**src/rtl/mem_port_arbiter_if.sv**
```systemverilog
// Bus bundle between the pipeline core / memory model and the unified-memory arbiter.
// The slave modport is the arbiter; the master modport is the environment around it.
interface mem_port_arbiter_if #(
  parameter int ADDR_W = 10,
  parameter int DATA_W = 32
);
  logic              if_req;
  logic [ADDR_W-1:0] if_addr;
  logic              if_stall;
  logic              if_valid;
  logic [DATA_W-1:0] if_rdata;

  logic              dm_req;
  logic              dm_we;
  logic [1:0]        dm_wsize;
  logic [ADDR_W-1:0] dm_addr;
  logic [DATA_W-1:0] dm_wdata;
  logic              dm_stall;
  logic              dm_valid;
  logic              dm_err;
  logic [DATA_W-1:0] dm_rdata;

  logic              mem_en;
  logic              mem_we;
  logic [1:0]        mem_wsize;
  logic [ADDR_W-1:0] mem_addr;
  logic [DATA_W-1:0] mem_wdata;
  logic [DATA_W-1:0] mem_rdata;

  logic [15:0]       if_wait_cnt;

  modport slave (
    input  if_req, if_addr, dm_req, dm_we, dm_wsize, dm_addr, dm_wdata, mem_rdata,
    output if_stall, if_valid, if_rdata, dm_stall, dm_valid, dm_err, dm_rdata,
           mem_en, mem_we, mem_wsize, mem_addr, mem_wdata, if_wait_cnt
  );

  modport master (
    output if_req, if_addr, dm_req, dm_we, dm_wsize, dm_addr, dm_wdata, mem_rdata,
    input  if_stall, if_valid, if_rdata, dm_stall, dm_valid, dm_err, dm_rdata,
           mem_en, mem_we, mem_wsize, mem_addr, mem_wdata, if_wait_cnt
  );
endinterface

```
**src/rtl/mem_port_arbiter.sv**
```systemverilog
// Single-port memory arbiter for the IF and DM pipeline stages: one access per cycle,
// DM priority with bounded IF starvation, DM alignment checking, one-cycle read latency.
module mem_port_arbiter #(
  parameter int ADDR_W     = 10,
  parameter int DATA_W     = 32,
  parameter int STARVE_MAX = 3
) (
  input logic              clk,
  input logic              rst,
  mem_port_arbiter_if.slave bus
);

  localparam int STARVE_W = (STARVE_MAX < 2) ? 1 : $clog2(STARVE_MAX + 1);
  localparam logic [STARVE_W-1:0] STARVE_LIM = STARVE_W'(STARVE_MAX);

  typedef enum logic [1:0] {
    RESP_NONE,
    RESP_IF,
    RESP_DM,
    RESP_DM_ERR
  } resp_src_e;

  resp_src_e           resp_src, resp_src_nxt;
  logic                resp_dm_load;
  logic [STARVE_W-1:0] starve;
  logic [15:0]         wait_cnt;
  logic [DATA_W-1:0]   if_rdata_q, dm_rdata_q;

  logic starved;
  logic if_grant, dm_grant, dm_ok;
  logic dm_misaligned;
  logic if_stall, if_valid, dm_valid;

  // NOTE: every signal assigned in an always_comb gets a default first, so no path
  // through the block can leave it unassigned and infer a latch.
  always_comb begin
    dm_misaligned = 1'b0;
    case (bus.dm_wsize)
      2'b01:   dm_misaligned = bus.dm_addr[0];
      2'b10:   dm_misaligned = 1'b0;
      default: dm_misaligned = |bus.dm_addr[1:0];
    endcase
  end

  // DM wins contention until IF has been denied STARVE_MAX times in a row.
  assign starved  = (starve == STARVE_LIM);
  assign if_grant = ~rst & bus.if_req & (~bus.dm_req | starved);
  assign dm_grant = ~rst & bus.dm_req & ~if_grant;
  assign dm_ok    = dm_grant & ~dm_misaligned;

  assign if_stall = bus.if_req & ~if_grant;
  assign if_valid = ~rst & (resp_src == RESP_IF);
  assign dm_valid = ~rst & (resp_src == RESP_DM);

  always_comb begin
    bus.mem_en    = if_grant | dm_ok;
    bus.mem_we    = dm_ok & bus.dm_we;
    bus.mem_addr  = '0;
    bus.mem_wsize = 2'b00;
    bus.mem_wdata = '0;
    if (if_grant) begin
      bus.mem_addr = bus.if_addr;
    end else if (dm_ok) begin
      bus.mem_addr = bus.dm_addr;
    end
    if (bus.mem_we) begin
      bus.mem_wsize = bus.dm_wsize;
      bus.mem_wdata = bus.dm_wdata;
    end
  end

  always_comb begin
    resp_src_nxt = RESP_NONE;
    if (if_grant) begin
      resp_src_nxt = RESP_IF;
    end else if (dm_grant) begin
      resp_src_nxt = dm_misaligned ? RESP_DM_ERR : RESP_DM;
    end
  end

  // NOTE: state is updated with non-blocking assignments so every register samples
  // the values from before the edge, independent of statement order.
  always_ff @(posedge clk) begin
    // NOTE: every register here is cleared by reset; there is no storage array in
    // this block that could be left unreset.
    if (rst) begin
      resp_src     <= RESP_NONE;
      resp_dm_load <= 1'b0;
      starve       <= '0;
      wait_cnt     <= '0;
      if_rdata_q   <= '0;
      dm_rdata_q   <= '0;
    end else begin
      resp_src     <= resp_src_nxt;
      resp_dm_load <= dm_ok & ~bus.dm_we;

      if (bus.if_req && dm_grant) begin
        starve <= starved ? starve : starve + 1'b1;
      end else begin
        starve <= '0;
      end

      if (if_stall && wait_cnt != 16'hFFFF) begin
        wait_cnt <= wait_cnt + 16'd1;
      end

      if (resp_src == RESP_IF) begin
        if_rdata_q <= bus.mem_rdata;
      end
      if (resp_src == RESP_DM && resp_dm_load) begin
        dm_rdata_q <= bus.mem_rdata;
      end
    end
  end

  // Read data is forwarded straight from memory in the response cycle, then held.
  assign bus.if_stall    = if_stall;
  assign bus.dm_stall    = bus.dm_req & ~dm_grant;
  assign bus.if_valid    = if_valid;
  assign bus.dm_valid    = dm_valid;
  assign bus.dm_err      = ~rst & (resp_src == RESP_DM_ERR);
  assign bus.if_rdata    = if_valid ? bus.mem_rdata : if_rdata_q;
  assign bus.dm_rdata    = (dm_valid && resp_dm_load) ? bus.mem_rdata : dm_rdata_q;
  assign bus.if_wait_cnt = wait_cnt;

endmodule

```
**src/flat_wrapper.sv**
```systemverilog
// flat-port wrapper written by rule: the top's interface ports become plain ports
module mem_port_arbiter_flat 
#(
  parameter int ADDR_W     = 10,
  parameter int DATA_W     = 32,
  parameter int STARVE_MAX = 3
)
  (clk, rst, bus_if_req, bus_if_addr, bus_dm_req, bus_dm_we, bus_dm_wsize, bus_dm_addr, bus_dm_wdata, bus_mem_rdata, bus_if_stall, bus_if_valid, bus_if_rdata, bus_dm_stall, bus_dm_valid, bus_dm_err, bus_dm_rdata, bus_mem_en, bus_mem_we, bus_mem_wsize, bus_mem_addr, bus_mem_wdata, bus_if_wait_cnt);
  mem_port_arbiter_if #(.ADDR_W(ADDR_W), .DATA_W(DATA_W)) bus_i ();
  input logic clk;
  input logic rst;
  input wire logic [$bits(bus_i.if_req)-1:0] bus_if_req;
  input wire logic [$bits(bus_i.if_addr)-1:0] bus_if_addr;
  input wire logic [$bits(bus_i.dm_req)-1:0] bus_dm_req;
  input wire logic [$bits(bus_i.dm_we)-1:0] bus_dm_we;
  input wire logic [$bits(bus_i.dm_wsize)-1:0] bus_dm_wsize;
  input wire logic [$bits(bus_i.dm_addr)-1:0] bus_dm_addr;
  input wire logic [$bits(bus_i.dm_wdata)-1:0] bus_dm_wdata;
  input wire logic [$bits(bus_i.mem_rdata)-1:0] bus_mem_rdata;
  output wire logic [$bits(bus_i.if_stall)-1:0] bus_if_stall;
  output wire logic [$bits(bus_i.if_valid)-1:0] bus_if_valid;
  output wire logic [$bits(bus_i.if_rdata)-1:0] bus_if_rdata;
  output wire logic [$bits(bus_i.dm_stall)-1:0] bus_dm_stall;
  output wire logic [$bits(bus_i.dm_valid)-1:0] bus_dm_valid;
  output wire logic [$bits(bus_i.dm_err)-1:0] bus_dm_err;
  output wire logic [$bits(bus_i.dm_rdata)-1:0] bus_dm_rdata;
  output wire logic [$bits(bus_i.mem_en)-1:0] bus_mem_en;
  output wire logic [$bits(bus_i.mem_we)-1:0] bus_mem_we;
  output wire logic [$bits(bus_i.mem_wsize)-1:0] bus_mem_wsize;
  output wire logic [$bits(bus_i.mem_addr)-1:0] bus_mem_addr;
  output wire logic [$bits(bus_i.mem_wdata)-1:0] bus_mem_wdata;
  output wire logic [$bits(bus_i.if_wait_cnt)-1:0] bus_if_wait_cnt;
  assign bus_i.if_req = bus_if_req;
  assign bus_i.if_addr = bus_if_addr;
  assign bus_i.dm_req = bus_dm_req;
  assign bus_i.dm_we = bus_dm_we;
  assign bus_i.dm_wsize = bus_dm_wsize;
  assign bus_i.dm_addr = bus_dm_addr;
  assign bus_i.dm_wdata = bus_dm_wdata;
  assign bus_i.mem_rdata = bus_mem_rdata;
  assign bus_if_stall = bus_i.if_stall;
  assign bus_if_valid = bus_i.if_valid;
  assign bus_if_rdata = bus_i.if_rdata;
  assign bus_dm_stall = bus_i.dm_stall;
  assign bus_dm_valid = bus_i.dm_valid;
  assign bus_dm_err = bus_i.dm_err;
  assign bus_dm_rdata = bus_i.dm_rdata;
  assign bus_mem_en = bus_i.mem_en;
  assign bus_mem_we = bus_i.mem_we;
  assign bus_mem_wsize = bus_i.mem_wsize;
  assign bus_mem_addr = bus_i.mem_addr;
  assign bus_mem_wdata = bus_i.mem_wdata;
  assign bus_if_wait_cnt = bus_i.if_wait_cnt;
  mem_port_arbiter #(.ADDR_W(ADDR_W), .DATA_W(DATA_W), .STARVE_MAX(STARVE_MAX)) u_core (.clk(clk), .rst(rst), .bus(bus_i));
endmodule
```
**config.mk**
```make
export PLATFORM = sky130hd
export DESIGN_NAME = mem_port_arbiter_flat
export DESIGN_NICKNAME = d
export VERILOG_FILES = /design/src/rtl/mem_port_arbiter_if.sv /design/src/rtl/mem_port_arbiter.sv /design/src/flat_wrapper.sv
export SDC_FILE = /design/constraint.sdc
export NUM_CORES = 1
export LEC_CHECK = 0
export CAP_MARGIN = 5
export CELL_PAD_IN_SITES_DETAIL_PLACEMENT = 2
export CELL_PAD_IN_SITES_GLOBAL_PLACEMENT = 2
export CORE_AREA = 2 2 139 141
export DETAILED_ROUTE_END_ITERATION = 8
export DIE_AREA = 0 0 141 143
export PLACE_DENSITY = 0.87
export SLEW_MARGIN = 20
export SYNTH_ARGS = -nofsm -noshare
export SYNTH_HDL_FRONTEND = slang
export SYNTH_SLANG_ARGS = --single-unit
export TNS_END_PERCENT = 50
```
**constraint.sdc**
```tcl
create_clock -name clk -period 2.1 [get_ports clk]
set_clock_uncertainty 0.1 [all_clocks]
set_input_delay 0.42 -clock clk [delete_from_list [all_inputs] [get_ports clk]]
set_output_delay 0.42 -clock clk [all_outputs]
set_load 0.01 [all_outputs]
```
==> results of run 1 <==
-- layer usage --
layer  GRT usage  vias to the layer above
li1            -                     2251
met1       0.232                     2518
met2       0.473                      191
met3      0.0469                       34
met4      0.0963                        0
met5           0                        -
-- power by group --
group	leakage [nW]	internal (mW)	switching (mW)
Combinational	2.96	0.603	0.431
Sequential	0.691	1.66	0.0321
Clock	0.172	1.23	0.698
-- cell families after synthesis --
group	count (synthesis)
compound gates	113
simple gates	94
buf+inv	42
flops	85
fa+ha+maj	3
mux	65
-- placed cells by master (no fill, tap or decap), drive strengths merged, types with 2 or more instances in the layout --
cell type,count
dlygate4sd2,4
bufbuf,2
nand2b,2
a21oi,14
inv,7
ha,3
o21ai,5
nor2,2
o31ai,8
clkbuf,34
nor4,4
buf,235
or4,7
bufinv,3
nor3,4
and3,36
or3,5
and2,3
o311ai,2
o2111ai,2
o21bai,2
and4,3
o41ai,2
clkdlybuf4s50,99
nor2b,3
diode,2
a22o,74
nand2,5
or2,3
nand4,5
mux2,65
nand3,8
dfxtp,85
-- synth_stat cells, types with 2 or more instances --
cell / instances
o21bai_1: 2
buf_4: 7
nor2b_1: 3
buf_1: 2
buf_2: 12
dfxtp_1: 85
nand2_1: 5
and3_1: 36
nor2_1: 2
o21ai_0: 4
nand4_1: 5
o41ai_1: 2
a22o_1: 74
clkbuf_1: 13
o31ai_1: 8
mux2_2: 64
or3_1: 5
ha_1: 3
or2_2: 3
or4_1: 7
and2_1: 3
nor3_1: 4
o311ai_0: 2
nand3_1: 8
nor4_1: 3
a21oi_1: 13
and4_1: 2
inv_1: 7
-- stage by stage --
stage	TNS [ps]	util
floorplan	0	-
finish	-43020	0.471
detailed placement	-109820	0.393
global placement	-103470	0.393
global route	-48770	0.471
CTS	-37650	0.455
-- worst paths after layout --
kind	from	slack, ps	cells past startpoint	to
worst max register to register	u_core.starve[0]$_SDFFE_PP0N_	-20	7	u_core.bus.if_wait_cnt[5]$_SDFFE_PP0P_
worst min-delay path	u_core.starve[0]$_SDFFE_PP0N_	350	1	u_core.starve[0]$_SDFFE_PP0N_
worst min register to register	u_core.starve[0]$_SDFFE_PP0N_	350	1	u_core.starve[0]$_SDFFE_PP0N_
worst max-delay path	u_core.starve[0]$_SDFFE_PP0N_	-590	9	bus_mem_addr[2]
-- cell type report --
class	count	area, um^2	share of cell area
antenna	2	5.00	0.000572
clock buffer	11	253	0.0289
clock inverter	5	106	0.0122
sequential	85	1710	0.195
timing repair buffer	364	3650	0.417
inverter	7	28.8	0.00329
tap	234	293	0.0335
multi-input combinational	275	2700	0.309
-- sequential cells by signal, summed over array words and instances (netlist names) --
register                count
u_core.dm_rdata_q          32
u_core.resp_src             2
u_core.bus.if_wait_cnt     16
u_core.if_rdata_q          32
u_core.resp_dm_load         1
u_core.starve               2
-- critical path, stage by stage, from the launching register on --
cell and delay, ps:
dfxtp_2 340, ha_4 170, a21oi_4 190, nor3b_4 320, buf_6 170, buf_6 130, buf_16 120, buf_12 100
a22o_1 130, buf_2 130
-- what timing repair did --
item | CTS | global route
gates resized for setup | 485 | 172
setup endpoints to repair | 116 | 116
hold buffers | 0 | 0
pin swaps | 31 | 6
buffers inserted | 31 | 17
gates cloned | 15 | 3
==> impl_metrics.ini, run 1 <==
[setup_path]
start_kind = register
critical_path.max_fanout = 4
cp-end-kind = output port
path_class = register to output port
crit_required_ps = 1580
crit_arrival_ps = 2170

[sta]
layout_setup_ws_ps = -587
tightestPinTransition_ps = 560
drv_slew = 0
whs_ps = 352
setup_viol = 112
min_period_ps = 2690
fmax_mhz = 372
fin_crit_sh = 1.28
final_hold_viol_count = 0
rsz0062_at_grt = true
maxSlewHeadroom = 0.622

[drt]
post-route-drc-count = 0
antenna_left = 0
via_per_inst = 5.08
routed.top_layer = met4
finalWirelength_um = 25000
wl_met2_um = 14200
firstDrtPassIters = 4
route.met3.wl_um = 1260
vias = 4994
drtIter0Drc = 154
wl_met1_um = 8790
wl_per_cell_um = 25.4

[synth]
synthTopCellsByArea = dfxtp_1, mux2_2, a22o_1
synth_warnings = 0
avgSynthCellArea_um2 = 10.5
async_flop_share = 0
synth-simple-area-share = 0.143
synth_enable_flop_cells = 0
synth_cell_types = 46
seq_area_frac_synth = 0.405
netlist.area_leader.share = 0.405
synth_xor_area_frac = 0
syn_nets = 496
yosys.area.top_type = dfxtp_1
synth_seq_cells = 85
syn_inst = 402
synth_top_family_by_area = compound AO/OA/AOI/OAI gates
synthMuxAreaShare = 0.174
synth-adder-area-share = 0.00892
synth-compound-area-share = 0.221
synth_ff_type = dfxtp_1
syn-cell-area_um2 = 4210

[clocking]
root_buffer = clkbuf_16
clk_latency_ps = 350
clock-sinks = 85
cts.reportedPaths.clkPinSlew_ps = 70
clockBufferDepth = 2
numCtsBuffers = 9
cts_tree = done
h-tree-depth = 3

[status]
outcome = complete, but fails checks
violations = setup timing

[pwr]
p_per_area_nw_per_um2 = 532
p_leak_nw = 3.82
vdd_drop_max_v = 0.000353
p_total_mw = 4.65

[cells_and_area]
area_delta_synth_final_pct = 108
drive_gt1_frac = 0.529
fin_area_um2 = 8750
nNetsFinal = 836
nFillCells = 1806
final_cells = 983

[placement]
placed_cells = 904
post_dp_cell_area_um2 = 7300
hpwl_um = 14300
port-buffer-count = 221
routabilityCongestion = 0.795
dp_slack_ps = -1080

[global_route]
grt_max_degree = 37
grtUsageTotal = 0.235
antenna_found_initial = 2
grt-ovfl-total = 0
grt_pass1_vias = 5786
grt_pass1_wl_um = 35600

[die]
pin_count = 222
coreArea_um2 = 18600
rows = 50
dieWidth_um = 141
die-area_um2 = 20200
start_util = 0.226
die_y_um = 143

[hold_path]
hp-class = register to register

[job]
drv_cap = 0
Note: power is estimated with default switching activity, not from simulation.
==> inputs of run 2 (changes only) <==
CTS_BUF_LIST = sky130_fd_sc_hd__clkbuf_8   (was unset)
RECOVER_POWER = 50   (was unset)
==> run 2 against run 1 <==
  * The flow still finishes with violations (setup timing)
  * Count of clock-buffer cells in the layout did not move
  * Non-clock buffer count is 9 lower
  * Final cell count down 1.1%
==> impl_metrics.ini, run 2 (synthesis results as in run 1) <==
[status]
outcome = complete, but fails checks
violations = setup timing

[sta]
drv_slew = 0
rsz0062_at_grt = true
setup_viol = 111
tightestPinTransition_ps = 425
layout_setup_ws_ps = -493
finalSetupTns_ps = -39370
final_hold_viol_count = 0
fmax_mhz = 386
maxSlewHeadroom = 0.714
fin_crit_sh = 1.23
min_period_ps = 2590

[die]
dieWidth_um = 141
rows = 50
die_y_um = 143
die-area_um2 = 20200
pin_count = 222
start_util = 0.226
coreArea_um2 = 18600

[clocking]
clk_latency_ps = 380
h-tree-depth = 3
cts_tree = done
hold_buffers = 0
numCtsBuffers = 9
cts.reportedPaths.clkPinSlew_ps = 90
root_buffer = clkbuf_8
clock-sinks = 85
clockBufferDepth = 2

[cells_and_area]
fin_area_um2 = 8460
final_cell_mix = clkdlybuf4s50_1, buf_4, dfxtp_1, a22o_1, buf_6
nNetsFinal = 827
layout_commonest_cell = clkdlybuf4s50_1
multi_input_area_um2 = 2700
area_delta_synth_final_pct = 101
seq_area_um2 = 1710
diodes = 0
nFillCells = 1837
drive_gt1_frac = 0.531

[drt]
antenna_left = 0
post-route-drc-count = 0
firstDrtPassIters = 5
via_per_inst = 5.00
finalWirelength_um = 23600
drtIter0Drc = 109
wl_per_cell_um = 24.3
vias = 4858

[hold_path]
holdPathStages = 1
hp-class = register to register

[global_route]
grt_pass1_wl_um = 35000
grt-busiest-layer = met2
grtUsageMet2 = 0.473
grt_pass1_vias = 5758
grt_use_met3 = 0.0459
grt-ovfl-total = 0
grtUsageTotal = 0.229
met1_usage = 0.229
grt_max_degree = 37
antenna_found_initial = 0

[placement]
hpwl_um = 14300
post_dp_cell_area_um2 = 7300
routabilityCongestion = 0.795
port-buffer-count = 221

[setup_path]
regToRegSetupSlack_ps = 80
endpoint = bus_mem_addr[1]
crit_start = bus_dm_wsize[1]
start_kind = input pin
slowest_stage = o21a_2
r2r-end = u_core.bus.if_wait_cnt[3]$_SDFFE_PP0P_
critical_path.max_fanout = 4
cp-end-kind = output port
crit_chain = buf_2 -> inv_2 -> ha_4 -> o21a_2 -> nor3b_4 -> buf_6 -> buf_6 -> buf_16 -> buf_12 -> a22o_1 -> buf_2
crit_required_ps = 1580
r2r_cells = 7
crit_arrival_ps = 2070
r2r-start = u_core.starve[0]$_SDFFE_PP0N_
path_class = input pin to output port
slowest_delay_ps = 240

[pwr]
vdd_drop_max_v = 0.000245
p_leak_nw = 3.67
p_per_area_nw_per_um2 = 497

[job]
drv_cap = 0
run 2: worst max-delay path, delay by kind of cell:
family / cells / cell delay (ps)
buffers and inverters: 7 / 820
AO/OA/AOI/OAI: 2 / 380
AND/OR/NAND/NOR: 1 / 220
adder cells (fa/ha/maj): 1 / 210
run 2: final cells by class:
cell class              count  area share
clock buffers              11      0.0179
clock inverters             5      0.0126
inverters                   7     0.00340
multi-input cells         275       0.318
flip-flops and latches     85       0.202
well taps                 234      0.0346
repair buffers            355       0.411
run 2: where the power goes:
part | internal [mW] | switching, mW | total, mW | leakage, nW
logic | 0.582 | 0.413 | 0.995 | 2.85
clock network | 0.858 | 0.661 | 1.52 | 0.126
registers | 1.66 | 0.0317 | 1.69 | 0.691
total | 3.10 | 1.11 | 4.20 | 3.67
run 2: worst min path at each step:
stage / startpoint / to / slack (ps)
final: u_core.starve[0]$_SDFFE_PP0N_ / u_core.starve[0]$_SDFFE_PP0N_ / 370
after floorplan: u_core.starve[0]$_SDFFE_PP0N_ / u_core.starve[0]$_SDFFE_PP0N_ / 300
after global placement: u_core.starve[0]$_SDFFE_PP0N_ / u_core.starve[0]$_SDFFE_PP0N_ / 310
after detailed placement: u_core.starve[0]$_SDFFE_PP0N_ / u_core.starve[0]$_SDFFE_PP0N_ / 340
after CTS: u_core.starve[0]$_SDFFE_PP0N_ / u_core.starve[0]$_SDFFE_PP0N_ / 350
after global routing: u_core.starve[0]$_SDFFE_PP0N_ / u_core.starve[0]$_SDFFE_PP0N_ / 380
run 2: through the flow:
stage	total power [mW]	instances	setup WS, ps	hold WS, ps	util
after floorplan	1.98	402	11.9	304	-
after global placement	2.53	904	-1010	312	0.393
after detailed placement	2.56	904	-1080	335	0.393
after CTS	4.17	964	-593	347	0.447
after global routing	4.37	972	-553	381	0.455
final	4.20	972	-493	366	0.455
run 2: repair_timing:
action,in CTS,in global routing
setup endpoints to repair,116,115
resized for setup,470,153
buffers inserted,29,20
pin swaps,31,9
cloned,15,2
run 2: per-layer routing:
layer | wire, um | up-vias | share of wire
met3 | 1130 | 30 | 0.048
li1 | - | 2229 | -
met5 | 0 | - | 0
met2 | 13400 | 179 | 0.57
met4 | 599 | 0 | 0.025
met1 | 8490 | 2420 | 0.36
